===== config.mk =====
export PLATFORM = sky130hd
export DESIGN_NAME = mem_stage_vlat
export DESIGN_NICKNAME = d
export VERILOG_FILES = /design/src/rtl/mem_stage_vlat.sv
export SDC_FILE = /design/constraint.sdc
export NUM_CORES = 1
export LEC_CHECK = 0
export BUFFER_PORTS_ARGS = -buffer_cell sky130_fd_sc_hd__buf_4
export CAP_MARGIN = 15
export CORE_UTILIZATION = 56
export CTS_CLUSTER_SIZE = 28
export DETAILED_ROUTE_END_ITERATION = 8
export HOLD_SLACK_MARGIN = 0.08
export PLACE_DENSITY_LB_ADDON = 0.12
export SYNTH_ARGS = -nofsm -noshare
export SYNTH_HDL_FRONTEND = slang
export SYNTH_SLANG_ARGS = --single-unit
export TNS_END_PERCENT = 5

===== constraint.sdc =====
create_clock -name clk -period 3.35 [get_ports clk]
set_input_delay 0.5025 -clock clk [delete_from_list [all_inputs] [get_ports clk]]
set_output_delay 0.5025 -clock clk [all_outputs]
set_load 0.02 [all_outputs]

===== src/rtl/mem_stage_vlat.sv =====
// rtl/mem_stage_vlat.sv - MEM pipeline stage with variable-latency data-memory responses
module mem_stage_vlat #(
   parameter int DATA_W    = 32,
   parameter int PC_W      = 32,
   parameter int RF_ADDR_W = 5,
   parameter int CANCEL_W  = 2
) (
   input  logic                 clk,
   input  logic                 resetn,
   input  logic                 ws_allowin,
   output logic                 ms_allowin,
   input  logic                 es_to_ms_valid,
   input  logic [PC_W-1:0]      es_pc,
   input  logic [DATA_W-1:0]    es_alu_result,
   input  logic [RF_ADDR_W-1:0] es_dest,
   input  logic                 es_gr_we,
   input  logic                 es_res_from_mem,
   input  logic [2:0]           es_mem_op,
   input  logic                 es_req_sent,
   input  logic                 flush,
   input  logic                 es_killed_inflight,
   input  logic                 data_sram_data_ok,
   input  logic [DATA_W-1:0]    data_sram_rdata,
   output logic                 ms_to_ws_valid,
   output logic [PC_W-1:0]      ms_pc,
   output logic [DATA_W-1:0]    ms_final_result,
   output logic [RF_ADDR_W-1:0] ms_dest,
   output logic                 ms_gr_we,
   output logic                 ms_fwd_blocked
);

   localparam int OFF_W = $clog2(DATA_W / 8);
   localparam int CNT_EXT_W = CANCEL_W + 2;
   localparam logic [CNT_EXT_W-1:0] CNT_MAX = CNT_EXT_W'((1 << CANCEL_W) - 1);

   logic                 ms_valid;
   logic [DATA_W-1:0]    alu_result_q;
   logic                 res_from_mem_q;
   logic [2:0]           mem_op_q;
   logic                 req_sent_q;
   logic [CANCEL_W-1:0]  cancel_cnt;
   logic                 data_got;
   logic [DATA_W-1:0]    rdata_buf;

   logic                 accept;
   logic                 handoff;
   logic                 cancel_drop;
   logic                 own_data_ok;
   logic                 wait_data;
   logic                 inc_wait;
   logic                 inc_kill;
   logic [CNT_EXT_W-1:0] cnt_sum;
   logic [CANCEL_W-1:0]  cnt_next;
   logic [DATA_W-1:0]    raw;
   logic [DATA_W-1:0]    shifted;
   logic [DATA_W-1:0]    extracted;

   assign cancel_drop = data_sram_data_ok && (cancel_cnt != '0);
   assign own_data_ok = data_sram_data_ok && (cancel_cnt == '0)
                        && ms_valid && req_sent_q && !data_got;
   assign wait_data   = ms_valid && req_sent_q && !data_got
                        && !(data_sram_data_ok && (cancel_cnt == '0));

   assign ms_allowin     = !ms_valid || (!wait_data && ws_allowin);
   assign ms_to_ws_valid = ms_valid && !wait_data && !flush;
   assign ms_fwd_blocked = ms_valid && res_from_mem_q && wait_data;

   assign accept  = es_to_ms_valid && ms_allowin && !flush;
   assign handoff = ms_to_ws_valid && ws_allowin;

   // A flush on an instruction that already got its data owes nothing; only a real wait does.
   assign inc_wait = flush && wait_data;
   assign inc_kill = es_killed_inflight;
   assign cnt_sum  = CNT_EXT_W'(cancel_cnt) + CNT_EXT_W'(inc_wait)
                     + CNT_EXT_W'(inc_kill) - CNT_EXT_W'(cancel_drop);
   assign cnt_next = (cnt_sum >= CNT_MAX) ? CNT_MAX[CANCEL_W-1:0] : cnt_sum[CANCEL_W-1:0];

   assign raw     = data_got ? rdata_buf : data_sram_rdata;
   assign shifted = raw >> {alu_result_q[OFF_W-1:0], 3'b000};

   // Sub-word extraction and sign/zero extension of the aligned load data.
   always_comb begin
      extracted = raw;
      case (mem_op_q)
         3'b000: begin
            extracted = {DATA_W{shifted[7]}};
            extracted[7:0] = shifted[7:0];
         end
         3'b001: begin
            extracted = {DATA_W{shifted[15]}};
            extracted[15:0] = shifted[15:0];
         end
         3'b010: begin
            extracted = {DATA_W{shifted[31]}};
            extracted[31:0] = shifted[31:0];
         end
         3'b011: begin
            if (DATA_W == 64) begin
               extracted = raw;
            end else begin
               extracted = {DATA_W{shifted[31]}};
               extracted[31:0] = shifted[31:0];
            end
         end
         3'b100: begin
            extracted = '0;
            extracted[7:0] = shifted[7:0];
         end
         3'b101: begin
            extracted = '0;
            extracted[15:0] = shifted[15:0];
         end
         3'b110: begin
            extracted = '0;
            extracted[31:0] = shifted[31:0];
         end
         default: extracted = raw;
      endcase
   end

   assign ms_final_result = res_from_mem_q ? extracted : alu_result_q;

   // Instruction slot: latch EX fields on accept, release on handoff, kill on flush.
   always_ff @(posedge clk or negedge resetn) begin
      if (!resetn) begin
         ms_valid       <= 1'b0;
         ms_pc          <= '0;
         alu_result_q   <= '0;
         ms_dest        <= '0;
         ms_gr_we       <= 1'b0;
         res_from_mem_q <= 1'b0;
         mem_op_q       <= '0;
         req_sent_q     <= 1'b0;
      end else begin
         if (flush) begin
            ms_valid <= 1'b0;
         end else if (accept) begin
            ms_valid <= 1'b1;
         end else if (handoff) begin
            ms_valid <= 1'b0;
         end
         if (accept) begin
            ms_pc          <= es_pc;
            alu_result_q   <= es_alu_result;
            ms_dest        <= es_dest;
            ms_gr_we       <= es_gr_we;
            res_from_mem_q <= es_res_from_mem;
            mem_op_q       <= es_mem_op;
            req_sent_q     <= es_req_sent;
         end
      end
   end

   // Response bookkeeping: hold our data while WB stalls, count responses owed to killed requests.
   always_ff @(posedge clk or negedge resetn) begin
      if (!resetn) begin
         cancel_cnt <= '0;
         data_got   <= 1'b0;
         rdata_buf  <= '0;
      end else begin
         cancel_cnt <= cnt_next;
         if (accept || flush) begin
            data_got <= 1'b0;
         end else if (own_data_ok && !handoff) begin
            data_got  <= 1'b1;
            rdata_buf <= data_sram_rdata;
         end
      end
   end

   // The cancel counter must never reach its ceiling; doing so would lose track of stale responses.
   always @(posedge clk) begin
      if (resetn) begin
         assert (cnt_sum < CNT_MAX);
      end
   end

endmodule


After elaboration in Yosys (flattened, before gate mapping). Index checks and enable logic that the tools add are counted.

Register bits: 111. Input port bits: 114.

Reductions and logical operators: 33. Multiplexer cells: 9. Bitwise operators: 1. Eq/ne operators: 6. Shift operators: 1. Add/subtract/negate cells: 3. $lt $le $gt $ge: 1.

Operators with widths (count): 32-bit case mux with 5 select lines (1); 32-bit 2-to-1 mux (2); 32-bit by 5-bit >> shifter with 32-bit output (1); 1-bit logical AND (18); 3-bit == test (second input constant) (3); 3-bit by 2-bit == test with 1-bit output (second input constant) (2); 1-bit zero test (6); 1-bit 2-to-1 mux (5); 3-bit by 1-bit adder with 4-bit output (1); 4-bit by 2-bit greater-or-equal comparator with 1-bit output (second input constant) (1); 2-bit nonzero test (2); 4-bit by 1-bit subtractor with 4-bit output (1); 2-bit by 1-bit adder with 3-bit output (1); 3-bit by 1-bit == test with 1-bit output (second input constant) (1); 3-bit zero test (1); 3-bit nonzero test (1); 3-bit OR reduction (1); 2-bit zero test (1); 1-bit logical OR (2); 2-bit 2-to-1 mux (1); 2-bit AND reduction (1); 1-bit NOT (1).

Logic depth before layout (Yosys ltp).
Depth in word-level cells: 12. Depth in mapped cells: 8. Gate-level depth less buffers: 8.

Worst setup path before layout. OpenSTA, ideal clock, no wires.

Path type: register to output. Start point: reg alu_result_q[0]. End point: out ms_final_result[20]. Data arrival time: 2.131 ns. Stages on the path, launching flop included: 9. Required time: 2.847 ns. Path buffers: 3. Setup slack: 0.716 ns. Path through: dfrtp_1 > buf_2 > or2_2 > nor2_1 > o311ai_0 > and3_1 > buf_4 > buf_6 > a211oi_1.

Word-level cells in the longest chain between the ends: 3.

Ends and longest elaborated chain: from (decl) (line 37) `logic [DATA_W-1:0] alu_result_q;`; from (signal assigned) (line 144) `alu_result_q <= es_alu_result;`; 32-bit by 5-bit >> shifter with 32-bit output (line 79) `assign shifted = raw >> {alu_result_q[OFF_W-1:0], 3'b000};`; 32-bit case mux with 5 select lines (line 84) `case (mem_op_q)`; 32-bit 2-to-1 mux (line 121) `assign ms_final_result = res_from_mem_q ? extracted : alu_result_q;`; to (decl) (line 26) `output logic [DATA_W-1:0] ms_final_result,`.

No other way between the ends.

Worst setup path after layout.
Start point: reg data_got. End point: out ms_final_result[3].

Word-level cells in the longest chain between the ends: 4.

Ends and longest elaborated chain: from (decl) (line 42) `logic data_got;`; from (signal assigned) (line 158) `data_got <= 1'b0;`; from (signal assigned) (line 163) `data_got <= 1'b0;`; from (signal assigned) (line 165) `data_got <= 1'b1;`; 32-bit 2-to-1 mux (*) (line 78) `assign raw = data_got ? rdata_buf : data_sram_rdata;`; 32-bit by 5-bit >> shifter with 32-bit output (line 79); 32-bit case mux with 5 select lines (*) (line 84); 32-bit 2-to-1 mux (*) (line 121).

Mark *: on every way between the ends. The rest lies on a longest branch, timed or not.

==> impl_metrics.json <==
{
  "cts_buffers": 9,
  "cap_violations": 0,
  "power.leakage_nw": 3.633,
  "nFillCells": 754,
  "antenna_cells": 0,
  "synth_top_area_frac": 0.4554,
  "netlist-cell-type-count": 46,
  "area_delta_synth_final_pct": 27.51,
  "power_density_nw_per_um2": 544.5,
  "cp_data_required_time_ns": 2.85,
  "holdBufCountCts": 0,
  "synthCells": 517,
  "first_iter_violations": 378,
  "via_count": 4859,
  "ff_latch_area_sq_um": 2778,
  "num_rows": 37,
  "ys_async_sr_fraction": 1.000,
  "dr.pass1.iters": 5,
  "worstPathArrival_ns": 2.70,
  "drc_errors": 0,
  "syn_area_sq_um": 6100,
  "layout_commonest_cell": "buf_4",
  "ctsResizeCount": 0,
  "die_area_sq_um": 11310,
  "ys_warn_count": 0,
  "fp.dieW_um": 106.4,
  "grt_overflow": 0,
  "clockBufferDepth": 2,
  "status": "completed",
  "wirelength_mm": 16.99,
  "cts_tree": "done",
  "worst_pin_slew_ns": 0.9711,
  "gp_congestion": 0.9292,
  "cts_max_level": 3,
  "finalSetupTns_ns": 0,
  "criticalPathCategory": "reg -> out",
  "coreArea_sq_um": 10460,
  "min_period_ns": 3.198,
  "postCtsSetupRepairBufs": 0,
  "timing.final.max_slew_violations": 0,
  "synth.yosys.seq_area_share": 0.4554,
  "ys.flop_type": "dfrtp_1",
  "slew_headroom": 0.3519,
  "synth_area_leader_cell": "dfrtp_1",
  "grtUsageTotal": 0.3086,
  "peakVddDrop_mv": 0.4501,
  "layout.nets": 811,
  "insertion_delay_ns": 0.40,
  "rsz0062_at_grt": "false",
  "avgViaCountPerCell": 5.833,
  "hp-class": "in -> async",
  "multi_input_area_sq_um": 3022,
  "final_util": 0.7434,
  "ys_seq_elements": 111,
  "io_pins": 187,
  "hpwl_mm": 12.48,
  "synth_edf_count": 0,
  "finalHoldViolCount": 0,
  "grt_max_degree": 112,
  "drive_above_1_share": 0.4993,
  "fp.dieH_um": 106.4,
  "ant_nets": 0,
  "grt_pass1_wl_mm": 26.32,
  "layout_common_cells": "buf_4 (200), dfrtp_1 (111), mux2_2 (70), mux2_4 (50), nand2_1 (37)",
  "setup_violations": 0,
  "grt_pass1_vias": 5011,
  "antenna_found_initial": 0,
  "syn_nets": 635,
  "syn_avg_cell_area_sq_um": 11.80,
  "wire_per_inst_um": 20.40,
  "cp_max_fo": 32,
  "clkTransAtPathRegs_ns": 0.10,
  "endpoint_kind": "primary output",
  "initial_utilization": 0.5830,
  "cts-root-buf": "clkbuf_8",
  "max_freq_ghz": 0.3127,
  "cp-start-kind": "register",
  "io_buffers": 186,
  "skew_ns": 0.005965,
  "cts_sinks": 111,
  "min_period_over_period": 0.9546,
  "netlist_top_cells_area": "dfrtp_1 (46%), mux2_2 (13%), mux2_4 (12%)"
}
[where the power goes]
part | leakage, nW | switching [W] | internal, W
clock network | 0.103 | 0.000463 | 0.000386
logic | 2.16 | 0.000900 | 0.000793
registers | 1.37 | 0.000143 | 0.00155
[state kept, by name, summed over array words and instances (netlist names)]
| register | flops |
|---|---|
| mem_op_q | 3 |
| alu_result_q | 32 |
| ms_gr_we | 1 |
| rdata_buf | 32 |
| ms_dest | 5 |
| ms_pc | 32 |
| cancel_cnt | 2 |
| data_got | 1 |
| req_sent_q | 1 |
| res_from_mem_q | 1 |
| ms_valid | 1 |
[worst paths after layout]
check	start	endpoint	slack, ns	depth (start not counted)
hold / removal	resetn	rdata_buf[10]$_DFFE_PN0P_	0.17	2
hold reg to reg	rdata_buf[19]$_DFFE_PN0P_	rdata_buf[19]$_DFFE_PN0P_	0.51	1
setup reg to reg	data_got$_DFFE_PN0P_	ms_dest[4]$_DFFE_PN0P_	0.67	6
min in group clk	flush	ms_valid$_DFFE_PN0P_	0.26	2
setup / recovery	data_got$_DFFE_PN0P_	ms_final_result[3]	0.15	6
max in group asynchronous	resetn	alu_result_q[4]$_DFFE_PN0P_	2.73	2
[cell families after synthesis]
family | count (synthesis) | share of synthesized area
AOI/OAI and AO/OA | 95 | 0.1015
buffers and inverters | 49 | 0.05149
adders and majority gates | 4 | 0.01067
muxes | 142 | 0.2884
DFF | 111 | 0.4554
xor gates and xnor gates | 1 | 0.001436
and+or+nand+nor | 115 | 0.09107
[final cells by class]
| class | instances | share of cell area |
|---|---|---|
| Multi-Input combinational cell | 357 | 0.3885 |
| Sequential cell | 111 | 0.3571 |
| Timing Repair Buffer | 203 | 0.2008 |
| Tap cell | 136 | 0.02188 |
| Clock buffer | 11 | 0.01947 |
| Clock inverter | 4 | 0.006918 |
| Inverter | 11 | 0.005309 |
[metal layers]
layer  share of wire  vias up  wire [um]  GRT usage
li1                -     2207          -          -
met1            0.40     2396       6866     0.3940
met2            0.50      218       8579     0.5232
met3           0.067       38       1144    0.05825
met4           0.024        0        400     0.1091
met5               0        -          0          0
[critical path, stage by stage (launching register included)]
cell     delay, ns
dfrtp_1       0.49
buf_4         0.47
mux2i_1       0.54
a21oi_1       0.18
o21ai_0       0.27
o31ai_1       0.12
buf_4         0.21
[synth_stat cells, drive strengths merged, types with 3 or more instances]
| cell type | number |
|---|---|
| mux2 | 120 |
| nand3 | 17 |
| and3 | 4 |
| a21oi | 25 |
| dfrtp | 111 |
| clkbuf | 18 |
| o31ai | 6 |
| nand2b | 13 |
| nor2b | 4 |
| o221ai | 4 |
| o21ai | 25 |
| a31oi | 9 |
| nor2 | 23 |
| a211oi | 10 |
| buf | 20 |
| o32a | 3 |
| nand2 | 37 |
| nor3 | 11 |
| inv | 11 |
| mux2i | 22 |
[metrics by stage]
stage | worst slack, ns | instance area [sq um] | hold slack, ns | power (W) | std cells
after floorplan | 0.7163 | 6100 | 0.2069 | 0.002707 | 517
after global placement | 0.5221 | 7567 | 0.4815 | 0.003343 | 818
after detailed placement | 0.4383 | 7567 | 0.4905 | 0.003395 | 818
after CTS | 0.06865 | 7772 | 0.2041 | 0.004239 | 833
after global routing | 0.03360 | 7777 | 0.2167 | 0.004422 | 833
final | 0.1521 | 7777 | 0.1699 | 0.004235 | 833
Note: power is estimated with default switching activity, not from simulation.
